$ cat src/rtl/iso7816_3_t0_byte_logger.sv
// Timestamped record logger behind the ISO7816-3 T=0 analyzer.
// Define LOGGER_TIMESTAMP_EN to build the ISO-clock delta counter.
module iso7816_3_t0_byte_logger #(
    parameter int ADDR_WIDTH = 4
) (
    input  logic                  clk,
    input  logic                  nReset,
    input  logic                  isoClkTick,
    input  logic                  isActivated,
    input  logic                  byteStrobe,
    input  logic [7:0]            byteData,
    input  logic                  cardTx,
    input  logic                  termTx,
    input  logic                  frameError,
    output logic                  recValid,
    input  logic                  recReady,
    output logic [31:0]           recData,
    output logic [ADDR_WIDTH:0]   level,
    output logic [7:0]            dropCnt
);

    localparam int DEPTH = 1 << ADDR_WIDTH;
    localparam logic [ADDR_WIDTH:0] FULL = {1'b1, {ADDR_WIDTH{1'b0}}};

    logic [31:0]           mem_q [DEPTH];
    logic [ADDR_WIDTH-1:0] wptr_q, wptr_d;
    logic [ADDR_WIDTH-1:0] rptr_q, rptr_d;
    logic [ADDR_WIDTH:0]   level_q, level_d;
    logic [7:0]            drop_q, drop_d;
    logic                  act_q;
    logic                  mkPend_q, mkPend_d;
    logic                  mkAct_q, mkAct_d;
    logic                  lost_q, lost_d;

    logic        actEdge;
    logic        full;
    logic        push;
    logic        pop;
    logic        accept;
    logic        drop;
    logic [1:0]  recType;
    logic [15:0] delta;
    logic [31:0] rec;

    assign recValid = (level_q != '0);
    assign full     = (level_q == FULL);
    assign pop      = recValid & recReady;
    assign push     = byteStrobe | mkPend_q;
    assign accept   = push & (~full | pop);
    assign drop     = push & full & ~pop;
    assign actEdge  = isActivated ^ act_q;

`ifdef LOGGER_TIMESTAMP_EN
    logic [15:0] ts_q, ts_d;

    // The push cycle's own tick belongs to the record being written.
    always_comb begin
        delta = ts_q;
        if (isoClkTick && ts_q != 16'hFFFF) begin
            delta = ts_q + 16'd1;
        end
        ts_d = accept ? 16'd0 : delta;
    end

    always_ff @(posedge clk or negedge nReset) begin
        if (!nReset) begin
            ts_q <= '0;
        end else begin
            ts_q <= ts_d;
        end
    end
`else
    logic unusedTick;
    assign unusedTick = isoClkTick;
    assign delta      = 16'd0;
`endif

    always_comb begin
        recType = 2'b00;
        if (!byteStrobe) begin
            recType = mkAct_q ? 2'b01 : 2'b10;
        end
        rec = {delta, recType, 2'b00, 1'b0, lost_q, 2'b00, 8'h00};
        if (byteStrobe) begin
            rec[13:12] = {cardTx, termTx};
            rec[11]    = frameError;
            rec[7:0]   = byteData;
        end
    end

    always_comb begin
        mkAct_d  = actEdge ? isActivated : mkAct_q;
        mkPend_d = mkPend_q;
        if (actEdge) begin
            mkPend_d = 1'b1;
        end else if (mkPend_q && !byteStrobe) begin
            mkPend_d = 1'b0;
        end
        lost_d = lost_q;
        if (drop) begin
            lost_d = 1'b1;
        end else if (accept) begin
            lost_d = 1'b0;
        end
        drop_d = drop_q;
        if (drop && drop_q != 8'hFF) begin
            drop_d = drop_q + 8'd1;
        end
    end

    always_comb begin
        wptr_d  = accept ? wptr_q + 1'b1 : wptr_q;
        rptr_d  = pop ? rptr_q + 1'b1 : rptr_q;
        level_d = level_q;
        case ({accept, pop})
            2'b10:   level_d = level_q + 1'b1;
            2'b01:   level_d = level_q - 1'b1;
            default: level_d = level_q;
        endcase
    end

    always_ff @(posedge clk or negedge nReset) begin
        if (!nReset) begin
            wptr_q   <= '0;
            rptr_q   <= '0;
            level_q  <= '0;
            drop_q   <= '0;
            act_q    <= 1'b0;
            mkPend_q <= 1'b0;
            mkAct_q  <= 1'b0;
            lost_q   <= 1'b0;
        end else begin
            wptr_q   <= wptr_d;
            rptr_q   <= rptr_d;
            level_q  <= level_d;
            drop_q   <= drop_d;
            act_q    <= isActivated;
            mkPend_q <= mkPend_d;
            mkAct_q  <= mkAct_d;
            lost_q   <= lost_d;
        end
    end

    // Storage needs no reset; the head is masked while the FIFO is empty.
    always_ff @(posedge clk) begin
        if (accept) begin
            mem_q[wptr_q] <= rec;
        end
    end

    assign recData = recValid ? mem_q[rptr_q] : 32'h0;
    assign level   = level_q;
    assign dropCnt = drop_q;

endmodule

$ cat config.mk
export PLATFORM = sky130hd
export DESIGN_NAME = iso7816_3_t0_byte_logger
export DESIGN_NICKNAME = d
export VERILOG_FILES = /design/src/rtl/iso7816_3_t0_byte_logger.sv
export SDC_FILE = /design/constraint.sdc
export NUM_CORES = 1
export LEC_CHECK = 0
export ABC_CLOCK_PERIOD_IN_PS = 7600
export CAP_MARGIN = 10
export CORE_MARGIN = 2
export CORE_UTILIZATION = 63
export CTS_CLUSTER_DIAMETER = 120
export CTS_CLUSTER_SIZE = 14
export DETAILED_ROUTE_END_ITERATION = 12
export GPL_ROUTABILITY_DRIVEN = 0
export PLACE_DENSITY = 0.88
export SLEW_MARGIN = 5
export SYNTH_ARGS = -nofsm -noshare
export SYNTH_HDL_FRONTEND = slang
export SYNTH_SLANG_ARGS = --single-unit
$ cat constraint.sdc
create_clock -name clk -period 7.6 [get_ports clk]
set_clock_uncertainty 0.15 [all_clocks]
set_input_delay 1.9 -clock clk [delete_from_list [all_inputs] [get_ports clk]]
set_output_delay 1.9 -clock clk [all_outputs]
set_load 0.01 [all_outputs]
==> flow_summary.toml <==
[timing]
drv_slew = 0
finalSetupViolations = 0
fmax_mhz = 181
setup_tns_ps = 0
min_period_ps = 5510
hold_viol = 0
hold_ws_ps = 382
fin_crit_sh_pct = 72.5
relSlewSlack_pct = 33.1
worst_pin_slew_ps = 1000
fin_ws_ps = 2090
grt_setup_unrepaired = "false"

[worst_setup_path]
crit_start = "rptr_q[0]$_DFFE_PN0P_"
reg2reg_to = "level[4]$_DFFE_PN0P_"
setup.worst_path.end = "recData[1]"
path_cells = "buf_4 > mux4_2 > mux2i_1 > o22ai_1 > clkdlybuf4s50_1"
rr_worst_depth = 9
critPathTopFamily = "buffers and inverters"
crit_buf_inv = 2
cp-end-kind = "output port"
cp.arrival_ps = 3460
crit_type = "reg2out"
cp_num_cells = 5
cp.required_ps = 5550
slowest_delay_ps = 760
start_kind = "flip-flop"
r2r_setup_slack_ps = 4500
crit_slowest_cell = "dfrtp_4"
crit_fanout = 34
r2r-start = "level[1]$_DFFE_PN0P_"

[power]
ir_worst_vdd_mv = 0.214
power_density_mw_per_mm2 = 379
p_leak_uw = 0.00390

[yosys]
synthCells = 518
syn_area_mm2 = 0.0101
synth-async-reset-ratio_pct = 10.0
synth.area.top_cells = "edfxtp_1, mux4_2, dfrtp_1"
synthFlopType = "edfxtp_1"
synth_edf_count = 224
synth_common_cells = "edfxtp_1, mux4_2, mux2i_1"
synth.avg_cell_area_um2 = 19.5
synth_largest_area_cell = "edfxtp_1"
yosys.cell_types.count = 45
yosysSeqAreaShare_pct = 72.8
ys_ff_latch = 249
yosysTopAreaCellShare_pct = 66.6
synth.most_common_cell = "edfxtp_1"
ys_warn_count = 0

[die]
ios = 63
fp.dieH_um = 131
fp-row-count = 46
die-area_mm2 = 0.0171
die_w_um = 131
core_mm2 = 0.0158
start_util_pct = 64.1

[drt]
wl_mm = 20.6
drtIter0Drc = 600
wl_per_cell_um = 25.4
viasPerCell = 6.28
drc = 0
first_pass_iters = 5
vias = 5097
ant_nets = 0

[place]
hpwlAfterDp_mm = 12.1
place_worst_setup_slack_ps = 2400
port_buffers = 43

[clock_tree]
cts_buffers = 21
cts_root_buffer = "clkbuf_16"
cts_hold_buf = 0
cts.repair.resized = 0
cts_setup_buffers = 0
cts_tree = "built"
clk_path_buf_depth = 3
h-tree-depth = 1
clock_latency_ps = 500
cts.sinks = 249
clk_pin_slew_ps = 70

[grt]
grt_overflow = 0
grt_start_max_net_pins = 58
grt_pass1_vias = 5209
grt_usage_pct = 25.3
antenna_found_initial = 0
grt_pass1_wl_mm = 31.0

[run_status]
status = "finished clean"

[finish]
n_fill_cell = 931
n_antenna_cell = 0
drive_above_1_share_pct = 19.7
syn_to_final_growth_pct = 12.9
nets = 605

[hold_path]
hp-class = "reg2reg"
hold_path.startpoint = "rptr_q[1]$_DFFE_PN0P_"
worst_hold_path.num_cells = 1

[run]
max_cap_viol_count = 0
-- through the flow --
stage | area (µm²) | total power [µW] | cells | utilization, %
final | 11400 | 4320 | 811 | 72.3
after global routing | 11400 | 4500 | 811 | 72.3
after CTS | 11400 | 4350 | 810 | 72.2
after detailed placement | 10800 | 3360 | 772 | 68.5
after global placement | 10800 | 3300 | 772 | 68.5
after floorplan | 10200 | 2830 | 535 | -
-- layout by cell type, fill, tap and decap left out, types with 2 or more instances in the layout --
cell and instances:
nor3_1 3, ha_1 8, a21oi_1 2, nand4_1 5, o21ai_0 2, edfxtp_1 224, clkdlybuf4s50_1 43, nand2_1 14
o22ai_1 14, mux2i_1 28, xor2_1 8, nor4_1 2, dfrtp_1 23, nor2_1 20, buf_4 19, nand2b_1 4
a31oi_1 2, xnor2_1 10, inv_1 6, clkbuf_1 15, conb_1 18, nor3_2 4, nor2b_1 2, and2_1 11
clkbuf_16 21, nand3_1 5, mux4_2 56, mux2_4 2, mux2_2 3
-- state kept, by name (all words and copies together) (netlist names) --
signal / cells
act_q: 1
dropCnt: 8
level: 5
lost_q: 1
mem_q: 224
mkAct_q: 1
mkPend_q: 1
rptr_q: 4
wptr_q: 4
-- worst min-delay path by stage --
| stage | to | slack [ps] |
|---|---|---|
| floorplan | rptr_q[2]$_DFFE_PN0P_ | 330 |
| CTS | rptr_q[1]$_DFFE_PN0P_ | 390 |
| global route | rptr_q[1]$_DFFE_PN0P_ | 410 |
| detailed placement | rptr_q[1]$_DFFE_PN0P_ | 370 |
| global placement | mkPend_q$_DFFE_PN0P_ | 360 |
| finish | rptr_q[1]$_DFFE_PN0P_ | 380 |
-- routing by layer --
metal  routed length [µm]  global-route usage (%)  part of all wire [%]  vias up
met5                    0                       0                     0        -
met4                  458                    7.38                   2.2        0
met3                 1540                    4.03                   7.5       35
met2                11100                    45.1                    54      263
met1                 7560                    32.8                    37     2644
li1                     -                       -                     -     2155
-- kinds of logic (layout without fill, tap and decap cells) --
kind of cell	after synthesis	count (layout)	share of synthesized area [%]
DFF	249	249	72.8
muxes	89	89	15.9
and+or+nand+nor	77	77	4.05
buffers and inverters	47	107	2.60
AOI/OAI and AO/OA	28	28	2.01
xor gates and xnor gates	18	18	1.56
adders and majority gates	9	9	1.09
other	1	18	0.0371
-- power by group --
| group | switching [µW] | internal, µW | leakage [µW] |
|---|---|---|---|
| Sequential | 184 | 1750 | 0.00238 |
| Combinational | 721 | 704 | 0.00123 |
| Clock | 448 | 521 | 0.000285 |
| Total | 1350 | 2970 | 0.00390 |
-- area by class of cell --
type | instances | area (µm²) | share of cell area (%)
clock inverters | 2 | 13.8 | 0.121
flip-flops and latches | 249 | 7360 | 64.5
clock buffers | 36 | 582 | 5.10
inverters | 6 | 22.5 | 0.198
multi-input cells | 239 | 2570 | 22.6
well taps | 216 | 270 | 2.37
repair buffers | 63 | 584 | 5.12
Power figures use the tool's default switching activity.
